<file path="src/rtl/pdm_rec_pkg.sv">
// Shared types and constants for the PDM recording controller.
package pdm_rec_pkg;

    localparam int SAMPLE_W = 16;

    typedef enum logic [1:0] {
        IDLE    = 2'd0,
        WARMUP  = 2'd1,
        CAPTURE = 2'd2,
        FLUSH   = 2'd3
    } rec_state_t;

endpackage

</file>
<file path="src/rtl/pdm_record_ctrl_rise_detect.sv">
// One-bit rising-edge detector: rise is high while d=1 and the previous
// registered sample was 0. The registered copy updates every cycle.
module rise_detect (
    input  logic clock,
    input  logic reset,
    input  logic d,
    output logic rise
);

    logic d_q;

    always_ff @(posedge clock or posedge reset) begin
        if (reset) begin
            d_q <= 1'b0;
        end else begin
            d_q <= d;
        end
    end

    assign rise = d & ~d_q;

endmodule

</file>
<file path="src/rtl/pdm_record_ctrl.sv">
// Recording-session sequencer: runs the mic through a warm-up period, then
// stores each Deserializer word into the sample RAM until stop or RAM full.
module pdm_record_ctrl #(
    parameter int ADDR_W        = 14,
    parameter int WARMUP_CYCLES = 1000000,
    parameter int SAMPLE_W      = pdm_rec_pkg::SAMPLE_W
) (
    input  logic                clock,
    input  logic                reset,
    input  logic                start,
    input  logic                stop,
    output logic                des_enable_o,
    input  logic                des_done_i,
    input  logic [SAMPLE_W-1:0] des_data_i,
    output logic                mem_we_o,
    output logic [ADDR_W-1:0]   mem_addr_o,
    output logic [SAMPLE_W-1:0] mem_wdata_o,
    output logic                busy_o,
    output logic                rec_done_o,
    output logic [ADDR_W:0]     words_o
);

    import pdm_rec_pkg::*;

    localparam int WARM_W = (WARMUP_CYCLES > 1) ? $clog2(WARMUP_CYCLES) : 1;
    localparam logic [WARM_W-1:0] WARM_LOAD = WARM_W'(WARMUP_CYCLES - 1);
    localparam logic [ADDR_W:0] DEPTH_V = {1'b1, {ADDR_W{1'b0}}};

    rec_state_t state, state_n;
    logic [WARM_W-1:0]   warm, warm_n;
    logic [ADDR_W:0]     count, count_n, count_inc;
    logic                enable, enable_n;
    logic                we, we_n;
    logic [ADDR_W-1:0]   addr, addr_n;
    logic [SAMPLE_W-1:0] wdata, wdata_n;
    logic                done, done_n;
    logic                rise;

    // des_done_i carries no handshake back: a word is taken only on the
    // 0->1 transition, so a held-high level yields exactly one write.
    rise_detect u_rise (
        .clock (clock),
        .reset (reset),
        .d     (des_done_i),
        .rise  (rise)
    );

    assign count_inc = count + 1'b1;

    always_ff @(posedge clock or posedge reset) begin
        if (reset) begin
            state  <= IDLE;
            warm   <= '0;
            count  <= '0;
            enable <= 1'b0;
            we     <= 1'b0;
            addr   <= '0;
            wdata  <= '0;
            done   <= 1'b0;
        end else begin
            state  <= state_n;
            warm   <= warm_n;
            count  <= count_n;
            enable <= enable_n;
            we     <= we_n;
            addr   <= addr_n;
            wdata  <= wdata_n;
            done   <= done_n;
        end
    end

    always_comb begin
        state_n  = state;
        warm_n   = warm;
        count_n  = count;
        enable_n = enable;
        we_n     = 1'b0;
        addr_n   = addr;
        wdata_n  = wdata;
        done_n   = done;

        unique case (state)
            IDLE: begin
                if (start) begin
                    state_n  = WARMUP;
                    enable_n = 1'b1;
                    warm_n   = WARM_LOAD;
                    count_n  = '0;
                    done_n   = 1'b0;
                end
            end
            WARMUP: begin
                if (stop) begin
                    state_n  = IDLE;
                    enable_n = 1'b0;
                    done_n   = 1'b1;
                end else if (warm == '0) begin
                    state_n = CAPTURE;
                end else begin
                    warm_n = warm - 1'b1;
                end
            end
            CAPTURE: begin
                if (rise) begin
                    we_n    = 1'b1;
                    addr_n  = count[ADDR_W-1:0];
                    wdata_n = des_data_i;
                    count_n = count_inc;
                end
                // The write that fills the last address ends the session.
                if (stop || (rise && (count_inc == DEPTH_V))) begin
                    state_n  = FLUSH;
                    enable_n = 1'b0;
                end
            end
            FLUSH: begin
                state_n = IDLE;
                done_n  = 1'b1;
            end
            default: begin
                state_n = IDLE;
            end
        endcase
    end

    assign des_enable_o = enable;
    assign mem_we_o     = we;
    assign mem_addr_o   = addr;
    assign mem_wdata_o  = wdata;
    assign busy_o       = (state != IDLE);
    assign rec_done_o   = done;
    assign words_o      = count;

endmodule

</file>
<file path="config.mk">
export PLATFORM = sky130hd
export DESIGN_NAME = pdm_record_ctrl
export DESIGN_NICKNAME = d
export VERILOG_FILES = /design/src/rtl/pdm_rec_pkg.sv /design/src/rtl/pdm_record_ctrl_rise_detect.sv /design/src/rtl/pdm_record_ctrl.sv
export SDC_FILE = /design/constraint.sdc
export NUM_CORES = 1
export LEC_CHECK = 0
export CORE_MARGIN = 8
export CORE_UTILIZATION = 55
export DETAILED_ROUTE_END_ITERATION = 16
export PLACE_DENSITY_LB_ADDON = 0.08
export RECOVER_POWER = 50
export SLEW_MARGIN = 15
export SYNTH_ARGS = -nofsm -noshare
export SYNTH_HDL_FRONTEND = slang
export SYNTH_SLANG_ARGS = --single-unit
</file>
<file path="constraint.sdc">
create_clock -name clock -period 4.4 [get_ports clock]
set_clock_uncertainty 0.2 [all_clocks]
set_input_delay 0.88 -clock clock [delete_from_list [all_inputs] [get_ports clock]]
set_output_delay 0.88 -clock clock [all_outputs]
set_load 0.01 [all_outputs]
</file>
# Word level (Yosys, flattened, before mapping)
# Index checks and enable logic that the tools add are counted.
# totals
latchBits,0
out_inout_bits,49
memories,0
mem_bits_ro,0
ram_bits,0
regBits,71
in_bits,21
# op_classes
reduce_logical,15
add_sub_neg,2
n_div,0
bitwise_logic,2
mul,0
order_cmp,0
mux,21
eq_ne,11
shift,0
# op_table
operator,count
two-way mux 20 bit,3
one-hot mux 20 bit (2 select lines),1
two-way mux 15 bit,2
one-hot mux 15 bit (2 select lines),1
zero test 20 bit,1
"subtractor 20 x 1 -> 20 bit, second input constant",1
"adder 15 x 1 -> 15 bit, second input constant",1
"equality test 15 bit, second input constant",1
"inequality test 2 bit, second input constant",6
AND reduction 3 bit,3
two-way mux 2 bit,4
one-hot mux 2 bit (4 select lines),1
AND reduction 4 bit,2
two-way mux 1 bit,7
one-hot mux 1 bit (3 select lines),2
nonzero test 2 bit,3
nonzero test 3 bit,2
"equality test 2 bit, second input constant",2
"inequality test 3 bit, second input constant",1
"equality test 2 x 1 -> 1 bit, second input constant",1
zero test 2 bit,1
AND reduction 2 bit,1
bitwise AND 1 bit,1
logical AND 1 bit,1
other kinds (2),2

# Longest topological paths before layout
# Gate-level depths: netlist of the first run.
# logic_depth
word_depth,6
ltp_mapped,9
depth_no_buf,9

# Cells and area by module
# Synthesis of the first run repeated with hierarchy kept, for this count alone.
# hier_totals
hier_cells,325
area_unflattened_um2,3478.3
# by_module_without_submodules
mod,cells_each,instances,area_each_um2
pdm_record_ctrl,322,1,3435.8
rise_detect,3,1,42.5

# Worst setup path before layout of the first run
# Ideal clock, no wire load.
# synth_path
path_type,input port to flip-flop
from,input port des_done_i
to,register (tool-made name)
path_slack_ns,1.673
cell_stages,6
arrival_time_ns,2.400
path_cell_list,nor2b_1 -> o2111ai_1 -> or4_4 -> o311ai_4 -> nand4_1 -> mux2_1
# synth_rtl
item,line,source
from (decl),pdm_record_ctrl.sv:13,"input logic des_done_i,"

# Final worst setup path of the first run
# layout_path
from,input port des_done_i
to,"register count[7], in the netlist words_o[7]"
# layout_between
elab_chain_cells,3
# layout_rtl
item,line,source
bitwise AND 1 bit,pdm_record_ctrl_rise_detect.sv:20,assign rise = d & ~d_q;
inequality test 2 bit (no source line),-,
AND reduction 3 bit (no source line),-,
to (signal assigned),pdm_record_ctrl.sv:63,count <= count_n;
to (decl),pdm_record_ctrl.sv:31,"logic [ADDR_W:0] count, count_n, count_inc;"
# Every way passes these cells.
# A chain may end at the register's enable or synchronous reset.

==> flow_summary.ini, run 1 <==
[run_status]
outcome = complete, but fails checks
violations = max-capacitance violations, max-slew violations

[global_routing]
grt_pass1_vias = 2741
gr-usage-all-layers = 0.1890
grt_pass1_wl_mm = 13.37
grt_start_max_net_pins = 72
antenna_found_initial = 0
grt-ovfl-total = 0

[min_path]
min_from = mem_addr_o[13]
min_path_cells = 1
hp-class = reg -> reg
holdPathEnd = mem_addr_o[13]

[synth]
ys_seq_elements = 71
ys_warn_count = 0
ys_types = 49
synth-edff-count = 0
synth_nets = 349
synth_ff_type = dfrtp_1
netlist_instances = 321
yosysSeqAreaShare = 0.5136
synth.avg_cell_area_um2 = 10.78
syn_area_um2 = 3460
async_reset_ff_frac = 1.000

[die]
ioPinCount = 70
initial_core_util = 0.5576
die_h_um = 95.31
core_area_um2 = 6205
dieArea_um2 = 9084
die_x_um = 95.31
placementRows = 29

[clocking]
insertion_delay_ns = 0.34
post_cts_resized = 0
cts_tree = built
clk_pin_slew_ns = 0.07
htree_levels = 3
post_cts.repair.setup_buffers = 0
cts.path.max_buffers = 2
cts_buffers = 9
cts-hold-fix-buffers = 0
cts.sinks = 71
cts_root_buffer = clkbuf_8

[worst_setup_path]
cp_max_fo = 18
reg2reg_from = words_o[0]
cp.required_ns = 4.43
cp_slowest_cell = inv_1
cp_common_cell = nand2_1
cp-end-kind = flip-flop
crit_chain = dlygate4sd3_1 -> nor2b_1 -> nand2_1 -> inv_1 -> nand2_1 -> o41ai_1
critical_path_class = in -> reg
reg2reg_depth = 8
reg2reg_slack_ns = 1.34
start_kind = input pin
cp.arrival_ns = 3.28
cp_slowest_stage_delay_ns = 0.55

[routing]
wl_per_cell_um = 16.67
vias_per_cell = 5.611
ant_nets = 0
drc = 0
dr.pass1.iters = 4
num_vias = 2654
drt-total-wl_mm = 7.883
dr.first_iter.drc_count = 151

[power_and_ir_drop]
leakagePower_uw = 0.001859
power_uw = 1956
power_density_nw_per_um2 = 444.8
ir_worst_vdd_uv = 384.6

[finish]
layout_commonest_cell = dfrtp_1
syn_to_final_growth_pct = 27.09
fin_nets = 419
mostFrequentLayoutCells = dfrtp_1 (71), clkdlybuf4s50_1 (49), nor2_1 (31), nand2_1 (29), mux2_2 (29)
drive_above_1_share = 0.1338
n_antenna_cell = 0

[timing]
setup_viol = 0
tns_ns = 0
finalCritPeriodShare = 0.7379
relSlewSlack = -0.1597
clock.fmax_mhz = 308.0
slew_violations = 72
rsz0062_at_grt = no
hold_viol_final = 0
fin_crit_ns = 3.247
worst_slew_pin_slew_ns = 1.740

[place]
routabilityCongestion = 0.8519
dpl.hpwl_mm = 5.437
portBuffers = 69

[flow_run]
drv_cap = 1
==> worst max-delay path, delay by kind of cell <==
| kind | cells | cell delay (ns) |
|---|---|---|
| AOI/OAI and AO/OA | 1 | 0.43 |
| buffers and inverters | 2 | 1.08 |
| and+or+nand+nor | 3 | 0.88 |
==> where the power goes <==
| part | leakage, uW | switching (uW) | internal (uW) |
|---|---|---|---|
| Sequential | 0.000895 | 64.6 | 757 |
| Clock | 0.000109 | 242 | 307 |
| Combinational | 0.000854 | 291 | 294 |
| Total | 0.00186 | 598 | 1360 |
==> through the flow <==
step                  util  worst slack (ns)  area [um2]  hold slack (ns)  std cells
finish              0.7086             1.153        4397           0.2977        473
global route        0.7086            0.8256        4397           0.3109        473
CTS                 0.7096             1.380        4403           0.3073        473
detailed placement  0.6759             1.049        4194           0.2827        457
global placement    0.6759             1.127        4194           0.2663        457
floorplan                -             1.523        3460           0.2758        321
==> flip-flops by register name, summed over array words and instances (netlist names), named ones only <==
name / count
u_rise.d_q: 1
des_enable_o: 1
rec_done_o: 1
mem_wdata_o: 16
words_o: 15
state: 1
mem_addr_o: 14
warm: 20
mem_we_o: 1
==> Yosys cell counts (all sizes together) (2+ instances only) <==
cell | n | area, um2
o31a | 2 | 17.52
buf | 8 | 56.30
o21ai | 25 | 125.1
nor2 | 31 | 116.4
or4 | 5 | 41.29
nor4 | 5 | 31.28
o31ai | 3 | 36.28
a41oi | 3 | 26.28
xnor2 | 12 | 105.1
xor2 | 9 | 78.83
mux2 | 30 | 337.8
nand2b | 3 | 18.77
a21oi | 7 | 35.03
a22o | 2 | 17.52
dfrtp | 71 | 1777
a31oi | 5 | 31.28
nor2b | 2 | 12.51
inv | 11 | 41.29
nand4 | 7 | 58.81
and4 | 2 | 20.02
clkbuf | 5 | 18.77
ha | 7 | 87.58
nand3 | 7 | 35.03
or3 | 4 | 25.02
nor3 | 12 | 60.06
a211oi | 2 | 20.02
nand2 | 29 | 108.9
==> layout make-up <==
class | instances | area (um2)
clock buffer | 13 | 168.9
sequential | 71 | 1777
clock inverter | 3 | 40.04
timing repair buffer | 72 | 706.9
multi-input combinational | 226 | 1567
inverter | 11 | 41.29
tap | 77 | 96.34
fill | 464 | 1808
==> per-layer routing <==
layer,vias to the layer above,global-route usage,routed length [um]
li1,1284,-,-
met1,1289,0.2311,3467
met2,68,0.3032,3785
met3,13,0.05906,499
met4,0,0.07802,131
met5,-,0,0
==> cell families (layout without fill, tap and decap cells) <==
| group | Yosys count | count (layout) | synth area share |
|---|---|---|---|
| simple gates | 111 | 111 | 0.1606 |
| mux | 30 | 30 | 0.09765 |
| compound gates | 57 | 57 | 0.1161 |
| flops | 71 | 71 | 0.5136 |
| xor+xnor | 21 | 21 | 0.05317 |
| buf+inv | 24 | 99 | 0.03363 |
| fa+ha+maj | 7 | 7 | 0.02532 |
==> worst max path at each step <==
stage               start                    endpoint  slack [ns]
2_1_floorplan       reset  asynchronous set/reset pin        1.52
3_3_place_gp   des_done_i                   flip-flop        1.13
3_5_place_dp   des_done_i                   flip-flop        1.05
4_1_cts        words_o[0]                   flip-flop        1.38
5_1_grt        des_done_i                  words_o[5]        0.83
6_report       des_done_i                  words_o[7]        1.15
Power figures use the tool's default switching activity.
==> run 2, diff against run 1 <==
Settings changed: CORE_UTILIZATION 55 to 46.
Clock period 4.4 ns to 2.7 ns, I/O delays scaled along.
==> run 2 against run 1 <==
Compared with the run above:
- the run now ends clean
- critical path depth up 1
- wire length up 5.7%
- sequential share of layout area down 2.4 points
- die area up 16%
- via count up 4.6%
- largest power group unchanged
- clock-buffer cell count down 3
- global-route usage down 1.6 points
- first-iteration DRC count down 50%
- design area up 6.4%
- non-clock buffer count up 29
- largest cell class unchanged
- combinational power up 78%
==> flow_summary.ini, run 2 (synthesis gave the netlist of run 1 again) <==
[run_status]
outcome = completed

[timing]
worst_slew_pin_slew_ns = 0.7198
setup_viol = 0
hold_viol_final = 0
rsz0062_at_grt = no
fin_crit_ns = 2.622
finalCritPeriodShare = 0.9712
relSlewSlack = 0.5201
finalWorstSetupSlack_ns = 0.07769
clock.fmax_mhz = 381.3
slew_violations = 0

[global_routing]
gr-usage-all-layers = 0.1734
grt-ovfl-total = 0
grt_start_max_net_pins = 30
antenna_found_initial = 0
grt_pass1_vias = 2818
grt_pass1_wl_mm = 14.06

[clocking]
cts.sinks = 71
htree_levels = 3
cts.path.max_buffers = 2
cts_buffers = 9
clk_pin_slew_ns = 0.08
insertion_delay_ns = 0.35
cts_root_buffer = clkbuf_8
cts_tree = built

[finish]
fillerInstances = 594
syn_to_final_growth_pct = 35.19
n_antenna_cell = 0
final_cells = 523
largest_register_ffs = 20
drive_above_1_share = 0.2170
layout_commonest_cell = dfrtp_1
fin_nets = 448
largest_register = warm
mostFrequentLayoutCells = dfrtp_1 (69), clkdlybuf4s50_1 (54), nor2_1 (30)

[place]
dp_cells = 508
pre_cts_ws_ns = -0.2547
dpl.hpwl_mm = 6.065
routabilityCongestion = 0.8069
portBuffers = 69

[routing]
vias_per_cell = 5.306
ant_nets = 0
drt-total-wl_mm = 8.333
dr.first_iter.drc_count = 76
dr.pass1.iters = 4
drc = 0
wl_per_cell_um = 15.93
num_vias = 2775

[power_and_ir_drop]
power_density_nw_per_um2 = 686.8
power_uw = 3212
leakagePower_uw = 0.002008
ir_worst_vdd_uv = 456.9

[die]
ioPinCount = 70
placementRows = 31
core_area_um2 = 7253
die_x_um = 102.7
die_h_um = 102.7
initial_core_util = 0.4770
dieArea_um2 = 10550

[min_path]
hp-class = reg -> reg

[worst_setup_path]
cp.arrival_ns = 2.65
reg2reg_slack_ns = 0.08
start_kind = flip-flop
cp-end-kind = flip-flop
cp_max_fo = 9
critical_path_class = reg -> reg
cp.required_ns = 2.73

[flow_run]
drv_cap = 0
[run 2: path summary, 6_finish.rpt]
| path | from | end | cells past startpoint |
|---|---|---|---|
| min reg2reg | mem_addr_o[1] | mem_addr_o[1] | 1 |
| max in group asynchronous | reset | warm[6] | 3 |
| min | mem_addr_o[1] | mem_addr_o[1] | 1 |
| min in group asynchronous | reset | mem_wdata_o[2] | 2 |
| max reg2reg | words_o[3] | flip-flop | 7 |
| max | words_o[3] | flip-flop | 7 |
[run 2: cell type report]
class,instances,area (um2),area share
Sequential cell,71,1779,0.3804
Multi-Input combinational cell,226,1598,0.3416
Clock buffer,10,137.6,0.02943
Tap cell,99,123.9,0.02648
Timing Repair Buffer,101,938.4,0.2006
Inverter,11,41.29,0.008828
Clock inverter,5,58.81,0.01257
[run 2: metal layers]
metal  track usage  wire length, um
met2        0.2697             3893
met3       0.06009              626
met5             0                0
met4       0.07449              159
met1        0.2135             3653
[run 2: timing repair]
action                     CTS  global route
pin swaps                    0             0
buffers inserted             0             0
setup endpoints to repair    1             7
hold buffers                 0             0
gates resized for setup      2             5
[run 2: critical path, cell delays in order (launching register included)]
cell      delay, ns
dfrtp_1        0.49
and4_4         0.28
a211oi_2       0.21
a41oi_1        0.09
or4_4          0.54
o311ai_4       0.24
nand4_1        0.13
mux2_1         0.32
[run 2: power by group]
group	switching, uW	total [uW]	internal [uW]
Clock	400	847	446
Sequential	95.8	1330	1230
Combinational	496	1040	540
Total	993	3210	2220
[run 2: metrics by stage]
stage	TNS (ns)	area, um2	hold slack [ns]	utilization
detailed placement	-0.7861	4479	0.2770	0.6176
global placement	-0.4290	4479	0.2673	0.6176
floorplan	0	3462	0.2758	-
global route	0	4677	0.3112	0.6448
CTS	0	4684	0.2982	0.6459
finish	0	4677	0.2990	0.6448
==> run 3, diff against run 2 <==
Clock period 2.7 ns to 2.4 ns, I/O delays scaled along.
==> run 3 against run 2 <==
Compared with the run above:
- the flow now finishes with violations (negative setup slack)
- sequential cell count did not move
- non-clock buffer count rose by 41
- fmax rose by 4.7%
- critical path type unchanged
==> flow_summary.ini, run 3 (synthesis gave the netlist of run 1 again) <==
[run_status]
outcome = complete, but fails checks
violations = negative setup slack

[worst_setup_path]
critical_path_class = reg -> reg
crit_chain = buf_6 -> a211oi_4 -> o2111ai_2 -> or4_4 -> o311ai_4 -> nand4_1 -> mux2_4
start_kind = flip-flop
path_buf_inv = 1
cp.required_ns = 2.42
cp_slowest_stage_delay_ns = 0.54
cp_slowest_cell = or4_4
cp.arrival_ns = 2.53
cp_max_fo = 5
cp-end-kind = flip-flop
crit_family = simple AND/OR/NAND/NOR gates

[die]
core_area_um2 = 7253
dieArea_um2 = 10550
die_h_um = 102.7
die_x_um = 102.7
placementRows = 31
ioPinCount = 70
initial_core_util = 0.4770

[clocking]
htree_levels = 3
cts_tree = built
cts_root_buffer = clkbuf_8
clk_pin_slew_ns = 0.08
cts.sinks = 71
cts.path.max_buffers = 2
cts_buffers = 9
insertion_delay_ns = 0.34

[finish]
largest_register_ffs = 20
n_antenna_cell = 0
syn_to_final_growth_pct = 52.08
fin_nets = 489
fin_util = 0.7254
drive_above_1_share = 0.3348
fin_area_um2 = 5261
mostFrequentLayoutCells = dfrtp_1 (67), clkdlybuf4s50_1 (67), buf_4 (59), mux2_2 (29), nand2_1 (28)
largest_register = warm

[place]
dpl.hpwl_mm = 6.312
portBuffers = 69
dpl_cell_area_um2 = 4740
routabilityCongestion = 0.8434

[routing]
dr.pass1.iters = 4
drt-total-wl_mm = 9.161
ant_nets = 0
drc = 0
vias_per_cell = 5.296
dr.first_iter.drc_count = 98
num_vias = 2992
wl_per_cell_um = 16.21

[timing]
hold_viol_final = 0
slew_violations = 0
finalWorstSetupSlack_ns = -0.1034
fin_crit_ns = 2.503
rsz0062_at_grt = yes
clock.fmax_mhz = 399.5
tns_ns = -0.9315
setup_viol = 18
worst_slew_pin_slew_ns = 0.8233
finalCritPeriodShare = 1.043
relSlewSlack = 0.4481

[global_routing]
antenna_found_initial = 0
grt_pass1_vias = 3009
grt_pass1_wl_mm = 14.78
gr-usage-all-layers = 0.1800
grt_start_max_net_pins = 29
grt-ovfl-total = 0

[min_path]
hp-class = reg -> reg

[flow_run]
drv_cap = 0

[power_and_ir_drop]
power_uw = 4153
leakagePower_uw = 0.002247
ir_worst_vdd_uv = 579.7
power_density_nw_per_um2 = 789.3
run 3: changes by cell type in the layout (fill, tap and decap cells not counted), moves of 4 or more:
cell,before,now
buf_4,29,59
dlygate4sd3_1,15,1
clkdlybuf4s50_1,54,67
buf_6,0,9
nor2_1,30,26
run 3: worst paths after layout:
kind / startpoint / to / slack, ns / cells past startpoint
min: mem_addr_o[8] / mem_addr_o[8] / 0.30 / 2
max: words_o[1] / flip-flop / -0.10 / 7
min reg2reg: mem_addr_o[8] / mem_addr_o[8] / 0.30 / 2
max reg2reg: words_o[1] / flip-flop / -0.10 / 7
min in group asynchronous: reset / mem_we_o / 0.50 / 2
max in group asynchronous: reset / words_o[4] / 0.33 / 3
run 3: final cells by class:
| type | instances | area (um2) |
|---|---|---|
| Tap cell | 99 | 123.9 |
| Multi-Input combinational cell | 226 | 1784 |
| Fill cell | 529 | 1992 |
| Sequential cell | 71 | 1782 |
| Timing Repair Buffer | 142 | 1275 |
| Clock inverter | 6 | 116.4 |
| Clock buffer | 10 | 137.6 |
| Inverter | 11 | 42.54 |
run 3: tightest hold or removal path, cell delays in order, from the launching register on:
cell and delay, ns:
dfrtp_1 0.35, nand2_1 0.04, o21ai_0 0.07
run 3: per-stage QoR:
step | cells | hold WS (ns) | setup WS [ns]
floorplan | 321 | 0.2758 | -0.2110
global placement | 538 | 0.2719 | -0.5238
detailed placement | 538 | 0.2878 | -0.5502
CTS | 558 | 0.2957 | -0.09240
global route | 565 | 0.3247 | -0.2168
finish | 565 | 0.3007 | -0.1034
run 3: where the power goes:
group	switching (uW)	leakage (uW)	internal [uW]
sequential	112	0.000888	1390
combinational	682	0.00123	780
clock	464	0.000127	726
total	1260	0.00225	2890
run 3: repair_timing:
action	4_1_cts	5_1_grt
gates resized for setup	14	33
buffers inserted	4	8
hold endpoints to repair	0	0
endpoints found under the setup margin	20	24
pin swaps	9	23
hold buffers	0	0
run 3: routing by layer:
layer  wire length [um]  up-vias  GRT usage  share of wire
met5                  0        -          0              0
met4                176        0    0.06546          0.019
met3                650       16    0.05807          0.071
met2               4198       80     0.2687           0.46
met1               4136     1472     0.2381           0.45
li1                   -     1424          -              -
